===== src/rtl/qspi_pkg.sv =====
// Shared QSPI frame definitions used by the flash-side target and the initiator.
package qspi_pkg;

  localparam int         CMD_BITS         = 8;
  localparam logic [7:0] READ_CMD_DEFAULT = 8'h3B;

  typedef enum logic [2:0] {
    ST_IDLE  = 3'd0,
    ST_CMD   = 3'd1,
    ST_ADDR  = 3'd2,
    ST_DUMMY = 3'd3,
    ST_DATA  = 3'd4,
    ST_SKIP  = 3'd5
  } qspi_state_t;

endpackage


===== src/rtl/qspi_if.sv =====
// QSPI pin bundle between initiator (master) and flash-side target (slave).
interface qspi_if;

  logic       cs_n;
  logic [3:0] io_in;
  logic [3:0] io_out;
  logic       io_oe;

  modport master (
    output cs_n,
    output io_in,
    input  io_out,
    input  io_oe
  );

  modport slave (
    input  cs_n,
    input  io_in,
    output io_out,
    output io_oe
  );

endinterface


===== src/rtl/qspi_shift_in.sv =====
// MSB-first shift-in register; next_o/done_o expose the completed word on the edge
// that shifts in its final beat.
module qspi_shift_in
  import qspi_pkg::*;
#(
  parameter int SIZE    = CMD_BITS,
  parameter int IN_SIZE = 1
) (
  input  logic               clk,
  input  logic               rst,
  input  logic               clr_i,
  input  logic               en_i,
  input  logic [IN_SIZE-1:0] in_i,
  output logic [SIZE-1:0]    next_o,
  output logic               done_o
);

  localparam int BEATS = SIZE / IN_SIZE;
  localparam int CNT_W = $clog2(BEATS + 1);

  logic [CNT_W-1:0] cnt_q;
  logic [CNT_W-1:0] cnt_d;

  assign done_o = en_i && (cnt_q == CNT_W'(BEATS - 1));

  // Beat counter: restarts on frame end and after each completed word.
  always_comb begin
    if (clr_i) begin
      cnt_d = {CNT_W{1'b0}};
    end else if (done_o) begin
      cnt_d = {CNT_W{1'b0}};
    end else if (en_i) begin
      cnt_d = cnt_q + CNT_W'(1);
    end else begin
      cnt_d = cnt_q;
    end
  end

  // Beat counter register.
  always_ff @(posedge clk) begin
    if (rst) begin
      cnt_q <= {CNT_W{1'b0}};
    end else begin
      cnt_q <= cnt_d;
    end
  end

  if (SIZE > IN_SIZE) begin : g_shift
    logic [SIZE-IN_SIZE-1:0] data_q;

    assign next_o = {data_q, in_i};

    // Only the low bits survive: the top beat falls off when the word completes.
    always_ff @(posedge clk) begin
      if (rst) begin
        data_q <= {(SIZE-IN_SIZE){1'b0}};
      end else if (en_i) begin
        data_q <= next_o[SIZE-IN_SIZE-1:0];
      end else begin
        data_q <= data_q;
      end
    end
  end else begin : g_pass
    assign next_o = in_i;
  end

endmodule


===== src/rtl/qspi_target.sv =====
// Flash-side QSPI responder: 1-bit command, 4-bit address, dummy cycles, then a
// nibble stream fed from a 1-cycle-latency synchronous byte memory.
module qspi_target
  import qspi_pkg::*;
#(
  parameter int         ADDR_W       = 32,
  parameter int         DUMMY_CYCLES = 2,
  parameter logic [7:0] READ_CMD     = READ_CMD_DEFAULT
) (
  input  logic              clk,
  input  logic              rst,
  qspi_if.slave             qspi,
  output logic              mem_req_o,
  output logic [ADDR_W-1:0] mem_addr_o,
  input  logic [7:0]        mem_rdata_i,
  output logic              cmd_valid_o,
  output logic [7:0]        cmd_byte_o
);

  localparam logic [2:0] S_IDLE  = ST_IDLE;
  localparam logic [2:0] S_CMD   = ST_CMD;
  localparam logic [2:0] S_ADDR  = ST_ADDR;
  localparam logic [2:0] S_DUMMY = ST_DUMMY;
  localparam logic [2:0] S_DATA  = ST_DATA;
  localparam logic [2:0] S_SKIP  = ST_SKIP;
  localparam int         DCNT_W  = $clog2(DUMMY_CYCLES + 1);

  if ((DUMMY_CYCLES < 2) || (ADDR_W < 4) || ((ADDR_W % 4) != 0)) begin : g_param_check
    $error("qspi_target: DUMMY_CYCLES must be >= 2 and ADDR_W a non-zero multiple of 4");
  end

  logic [2:0]        state_q,     state_d;
  logic [DCNT_W-1:0] dcnt_q,      dcnt_d;
  logic              mem_req_q,   mem_req_d;
  logic [ADDR_W-1:0] mem_addr_q,  mem_addr_d;
  logic              rvalid_q,    rvalid_d;
  logic [3:0]        lo_q,        lo_d;
  logic [3:0]        io_out_q,    io_out_d;
  logic              io_oe_q,     io_oe_d;
  logic              cmd_valid_q, cmd_valid_d;
  logic [7:0]        cmd_byte_q,  cmd_byte_d;

  logic              frame_s;
  logic              cmd_en_s;
  logic              cmd_done_s;
  logic [7:0]        cmd_next_s;
  logic              addr_en_s;
  logic              addr_done_s;
  logic [ADDR_W-1:0] addr_next_s;
  logic              fetch_start_s;
  logic              byte_arr_s;

  assign frame_s   = !qspi.cs_n;
  assign cmd_en_s  = frame_s && ((state_q == S_IDLE) || (state_q == S_CMD));
  assign addr_en_s = frame_s && (state_q == S_ADDR);

  qspi_shift_in #(.SIZE(CMD_BITS), .IN_SIZE(1)) u_cmd_shift (
    .clk    (clk),
    .rst    (rst),
    .clr_i  (qspi.cs_n),
    .en_i   (cmd_en_s),
    .in_i   (qspi.io_in[0]),
    .next_o (cmd_next_s),
    .done_o (cmd_done_s)
  );

  qspi_shift_in #(.SIZE(ADDR_W), .IN_SIZE(4)) u_addr_shift (
    .clk    (clk),
    .rst    (rst),
    .clr_i  (qspi.cs_n),
    .en_i   (addr_en_s),
    .in_i   (qspi.io_in),
    .next_o (addr_next_s),
    .done_o (addr_done_s)
  );

  // First fetch lands three edges before the first data sample; with two dummy
  // cycles that is the edge completing the address.
  assign fetch_start_s = (DUMMY_CYCLES == 2) ? addr_done_s :
                         ((state_q == S_DUMMY) && (dcnt_q == DCNT_W'(DUMMY_CYCLES - 3)));
  // Read data arriving is also the moment to request the following byte.
  assign byte_arr_s    = rvalid_q && ((state_q == S_DUMMY) || (state_q == S_DATA));

  // Next-state logic for frame sequencing, fetch pipeline and nibble output.
  always_comb begin
    state_d     = state_q;
    dcnt_d      = dcnt_q;
    mem_req_d   = 1'b0;
    mem_addr_d  = mem_addr_q;
    rvalid_d    = 1'b0;
    lo_d        = lo_q;
    io_out_d    = io_out_q;
    io_oe_d     = io_oe_q;
    cmd_valid_d = 1'b0;
    cmd_byte_d  = cmd_byte_q;
    if (qspi.cs_n) begin
      state_d  = S_IDLE;
      dcnt_d   = {DCNT_W{1'b0}};
      io_out_d = 4'h0;
      io_oe_d  = 1'b0;
    end else begin
      rvalid_d  = mem_req_q;
      mem_req_d = fetch_start_s || byte_arr_s;
      if (byte_arr_s) begin
        mem_addr_d = mem_addr_q + ADDR_W'(1);
        io_out_d   = mem_rdata_i[7:4];
        lo_d       = mem_rdata_i[3:0];
        io_oe_d    = 1'b1;
      end else if (io_oe_q) begin
        io_out_d = lo_q;
      end else begin
        io_out_d = 4'h0;
      end
      case (state_q)
        S_IDLE: begin
          state_d = S_CMD;
        end
        S_CMD: begin
          if (cmd_done_s) begin
            cmd_valid_d = 1'b1;
            cmd_byte_d  = cmd_next_s;
            state_d     = (cmd_next_s == READ_CMD) ? S_ADDR : S_SKIP;
          end else begin
            state_d = S_CMD;
          end
        end
        S_ADDR: begin
          if (addr_done_s) begin
            mem_addr_d = addr_next_s;
            dcnt_d     = {DCNT_W{1'b0}};
            state_d    = S_DUMMY;
          end else begin
            state_d = S_ADDR;
          end
        end
        S_DUMMY: begin
          if (dcnt_q == DCNT_W'(DUMMY_CYCLES - 1)) begin
            state_d = S_DATA;
          end else begin
            dcnt_d = dcnt_q + DCNT_W'(1);
          end
        end
        S_DATA: begin
          state_d = S_DATA;
        end
        S_SKIP: begin
          state_d = S_SKIP;
        end
        default: begin
          state_d = S_SKIP;
        end
      endcase
    end
  end

  // State and output registers; reset parks in SKIP until the frame ends.
  always_ff @(posedge clk) begin
    if (rst) begin
      state_q     <= S_SKIP;
      dcnt_q      <= {DCNT_W{1'b0}};
      mem_req_q   <= 1'b0;
      mem_addr_q  <= {ADDR_W{1'b0}};
      rvalid_q    <= 1'b0;
      lo_q        <= 4'h0;
      io_out_q    <= 4'h0;
      io_oe_q     <= 1'b0;
      cmd_valid_q <= 1'b0;
      cmd_byte_q  <= 8'h00;
    end else begin
      state_q     <= state_d;
      dcnt_q      <= dcnt_d;
      mem_req_q   <= mem_req_d;
      mem_addr_q  <= mem_addr_d;
      rvalid_q    <= rvalid_d;
      lo_q        <= lo_d;
      io_out_q    <= io_out_d;
      io_oe_q     <= io_oe_d;
      cmd_valid_q <= cmd_valid_d;
      cmd_byte_q  <= cmd_byte_d;
    end
  end

  assign qspi.io_out = io_out_q;
  assign qspi.io_oe  = io_oe_q;
  assign mem_req_o   = mem_req_q;
  assign mem_addr_o  = mem_addr_q;
  assign cmd_valid_o = cmd_valid_q;
  assign cmd_byte_o  = cmd_byte_q;

endmodule


===== src/flat_wrapper.sv =====
// flat-port wrapper written by rule: the top's interface ports become plain ports
module qspi_target_flat import qspi_pkg::*;
#(
  parameter int         ADDR_W       = 32,
  parameter int         DUMMY_CYCLES = 2,
  parameter logic [7:0] READ_CMD     = READ_CMD_DEFAULT
)
  (clk, rst, mem_req_o, mem_addr_o, mem_rdata_i, cmd_valid_o, cmd_byte_o, qspi_cs_n, qspi_io_in, qspi_io_out, qspi_io_oe);
  qspi_if qspi_i ();
  input  logic clk;
  input  logic rst;
  output logic mem_req_o;
  output logic [ADDR_W-1:0] mem_addr_o;
  input  logic [7:0] mem_rdata_i;
  output logic cmd_valid_o;
  output logic [7:0] cmd_byte_o;
  input wire logic [$bits(qspi_i.cs_n)-1:0] qspi_cs_n;
  input wire logic [$bits(qspi_i.io_in)-1:0] qspi_io_in;
  output wire logic [$bits(qspi_i.io_out)-1:0] qspi_io_out;
  output wire logic [$bits(qspi_i.io_oe)-1:0] qspi_io_oe;
  assign qspi_i.cs_n = qspi_cs_n;
  assign qspi_i.io_in = qspi_io_in;
  assign qspi_io_out = qspi_i.io_out;
  assign qspi_io_oe = qspi_i.io_oe;
  qspi_target #(.ADDR_W(ADDR_W), .DUMMY_CYCLES(DUMMY_CYCLES), .READ_CMD(READ_CMD)) u_core (.clk(clk), .rst(rst), .qspi(qspi_i), .mem_req_o(mem_req_o), .mem_addr_o(mem_addr_o), .mem_rdata_i(mem_rdata_i), .cmd_valid_o(cmd_valid_o), .cmd_byte_o(cmd_byte_o));
endmodule

===== config.mk =====
export PLATFORM = sky130hd
export DESIGN_NAME = qspi_target_flat
export DESIGN_NICKNAME = d
export VERILOG_FILES = /design/src/rtl/qspi_pkg.sv /design/src/rtl/qspi_if.sv /design/src/rtl/qspi_shift_in.sv /design/src/rtl/qspi_target.sv /design/src/flat_wrapper.sv
export SDC_FILE = /design/constraint.sdc
export NUM_CORES = 1
export LEC_CHECK = 0
export BUFFER_PORTS_ARGS = -buffer_cell sky130_fd_sc_hd__buf_2
export CORE_MARGIN = 5
export CORE_UTILIZATION = 52
export DETAILED_ROUTE_END_ITERATION = 10
export PLACE_DENSITY = 0.87
export SLEW_MARGIN = 10
export SYNTH_ARGS = -nofsm -noshare
export SYNTH_HDL_FRONTEND = slang
export SYNTH_HIERARCHICAL = 1
export SYNTH_SLANG_ARGS = --single-unit

===== constraint.sdc =====
create_clock -name clk -period 2.9 [get_ports clk]
set_input_delay 0.435 -clock clk [delete_from_list [all_inputs] [get_ports clk]]
set_output_delay 0.435 -clock clk [all_outputs]
set_load 0.05 [all_outputs]

==> metrics.cfg <==
[status]
status=complete, no violations

[global_route]
grtUsageTotal_pct=22.55
grt_pass1_vias=4172
grt-ovfl-total=0
grt_max_degree=60
grt_pass1_wl_mm=20.80
antenna_found_initial=0

[synth]
synth_ff_type=dfxtp_1
synth_top_area_share_pct=41.80
yosysSeqAreaShare_pct=41.80
ys_types=62
syn_avg_cell_area_um2=8.661
ys_async_sr_fraction_pct=0
netlist_instances=553
synth_edf_count=0
synth_area_leader_cell=dfxtp_1
synth_area_mm2=0.004790
syn_nets=572
ys_top_cells_by_area=dfxtp_1 (42%), mux2i_1 (10%), nor2_1 (6.3%)
synth_warnings=6
synth_seq_cells=100

[routing]
firstDrtPassIters=5
wl_per_cell_um=17.58
drc=0
wl_mm=12.56
drtAntennaViolNets=0
vias_per_cell=6.123
via_count=4372
drt_iter0_markers=345

[placed_design]
hpwl_mm=8.714
gp_congestion=0.9186
port_buffers=61

[cts]
clk_path_buf_depth=2
numCtsBuffers=9
root_buffer=clkbuf_8
clk-insertion-delay-late_ns=0.37
htree_levels=3
clk_pin_slew_ns=0.11
post_cts_buffers=0
cts_tree=built
cts_resized=0
cts_sinks=100
cts_hold_buffers=0

[finish]
area_growth_pct=12.28
drive_gt1_share_pct=18.41
nNetsFinal=617
nFillCells=794
antenna_cells=0
fin_util_pct=59.04

[setup_path]
ff2ff_path_depth=9
cp-start-kind=register
path_max_fanout=37
timing.rr.end=u_core/mem_addr_o[28]
cp.arrival_ns=2.71
r2r_slack_ns=0.45
crit_type=reg2reg
startpoint=u_core/state_q[1]
timing.rr.start=u_core/state_q[1]
critPathRequiredTime_ns=3.17
endpoint_kind=register

[die]
start_util_pct=52.58
num_io_pins=62
core_mm2=0.009109
die_w_um=106.0
die_h_um=106.0
row_count=35
dieArea_mm2=0.01123

[pwr]
power_density_mw_per_mm2=453.5
p_leak_nw=1.978
vdd_drop_max_uv=306.5

[worst_hold_path]
hold_path_class=in2reg
hold_start=mem_rdata_i[0]
hold_end=u_core/lo_q[0]
hold_depth=3

[job]
maxCapViolCount=0

[timing]
slew_viol_final=0
max_slew_margin_pct=44.10
period_share_pct=84.37
setup_viol=0
tns_ns=0
rsz0062_at_grt=no
finClkSkew_ns=0.01268
min_period_ns=2.447
clock.fmax_mhz=408.7
worst_pin_slew_ns=0.8330
finalHoldViolations=0

==> registers in the layout, summed over array words and instances (netlist names) <==
name / count
u_core/cmd_valid_o: 1
u_core/lo_q: 4
u_core/mem_addr_o: 32
u_core/rvalid_q: 1
u_core/state_q: 3
u_core/u_cmd_shift/cnt_q: 4
u_core/qspi.io_oe: 1
u_core/qspi.io_out: 4
u_core/cmd_byte_o: 8
u_core/u_addr_shift/g_shift.data_q: 28
u_core/u_cmd_shift/g_shift.data_q: 7
u_core/dcnt_q: 2
u_core/u_addr_shift/cnt_q: 4
u_core/mem_req_o: 1
==> area by class of cell <==
cell class	count	area, um^2	share of cell area, %
Inverter	12	45.04	0.8376
Timing Repair Buffer	75	410.4	7.631
Sequential cell	100	2002	37.23
Tap cell	111	138.9	2.583
Multi-Input combinational cell	400	2570	47.79
Clock inverter	7	87.58	1.629
Clock buffer	9	123.9	2.303
==> power by group <==
| group | switching (mW) | internal [mW] |
|---|---|---|
| logic | 0.0679 | 0.0313 |
| clock network | 0.528 | 0.422 |
| registers | 0.0121 | 1.38 |
| total | 0.608 | 1.83 |
==> how the worst max path moves through the flow <==
| stage | end | slack (ns) | cells past startpoint |
|---|---|---|---|
| floorplan | u_core/mem_addr_o[24] | 0.04 | 11 |
| global placement | u_core/mem_addr_o[28] | 0.62 | 9 |
| detailed placement | u_core/mem_addr_o[28] | 0.52 | 9 |
| CTS | u_core/mem_addr_o[28] | 0.50 | 9 |
| global route | u_core/mem_addr_o[28] | 0.25 | 9 |
| finish | u_core/mem_addr_o[28] | 0.45 | 9 |
==> layout by cell type (no fill, tap or decap), types with 11 or more instances in the layout <==
cell type,netlist,layout
a21oi_1,36,36
and3_1,11,11
buf_2,8,61
buf_4,7,14
dfxtp_1,100,100
inv_1,12,12
mux2i_1,48,48
nand2_1,35,35
nand3_1,24,24
nor2_1,81,81
nor3_1,15,13
o21ai_0,19,19
==> synthesized netlist by cell type, types with 2 or more instances <==
library cell / n
xnor2_1: 2
a22o_1: 2
nand2_1: 35
o21ai_0: 19
buf_2: 8
or3_4: 2
and4_1: 3
ha_1: 4
o221a_2: 5
nor2_1: 81
clkbuf_1: 24
mux2_2: 2
inv_1: 12
dfxtp_1: 100
a21o_1: 3
nand4bb_1: 3
a2111oi_0: 3
and2_1: 5
a221oi_1: 3
o211ai_1: 3
o31ai_1: 3
or3_1: 7
o31a_1: 2
o32ai_1: 2
nor3_1: 15
mux2i_1: 48
and3_1: 11
a22oi_1: 5
a21oi_1: 36
nand4_1: 9
nand4b_1: 2
o22ai_1: 6
buf_4: 7
nand2b_1: 2
xor2_1: 4
a211oi_1: 7
nor3b_1: 3
or4_1: 5
a31oi_1: 8
and4b_4: 2
nand3_1: 24
nor4_1: 6
==> per-layer routing <==
| layer | vias to the layer above | routed length [um] | GRT usage (%) | part of all wire, % |
|---|---|---|---|---|
| li1 | 2094 | - | - | - |
| met2 | 199 | 6004 | 36.70 | 48 |
| met4 | 0 | 203 | 6.938 | 1.6 |
| met1 | 2056 | 5312 | 29.79 | 42 |
| met5 | - | 0 | 0 | 0 |
| met3 | 23 | 1034 | 5.282 | 8.2 |
==> critical path, stage by stage, from the launching register on <==
cell,delay [ns]
dfxtp_1,0.57
nand2b_1,0.18
nor3_2,0.18
and4b_4,0.29
nand4bb_1,0.15
buf_4,0.29
a21o_1,0.21
a22o_1,0.18
a221oi_1,0.21
nor2_1,0.07
==> metrics by stage <==
step	total power [mW]	instance area [um^2]	hold WS, ns	std cells	setup WS, ns
floorplan	1.487	4790	0.4445	553	0.04390
global placement	1.515	5166	0.4649	698	0.6204
detailed placement	1.518	5166	0.4734	698	0.5196
CTS	2.454	5378	0.2736	714	0.4953
global route	2.529	5378	0.2888	714	0.2454
finish	2.439	5378	0.2895	714	0.4533
==> logic make-up after synthesis <==
kind of cell	share of synthesized area, %
and+or+nand+nor	24.45
adders and majority gates	1.045
xor gates and xnor gates	1.097
muxes	10.50
DFF	41.80
AOI/OAI and AO/OA	16.04
buffers and inverters	5.068
No activity file was read; power rests on OpenSTA's default activity.
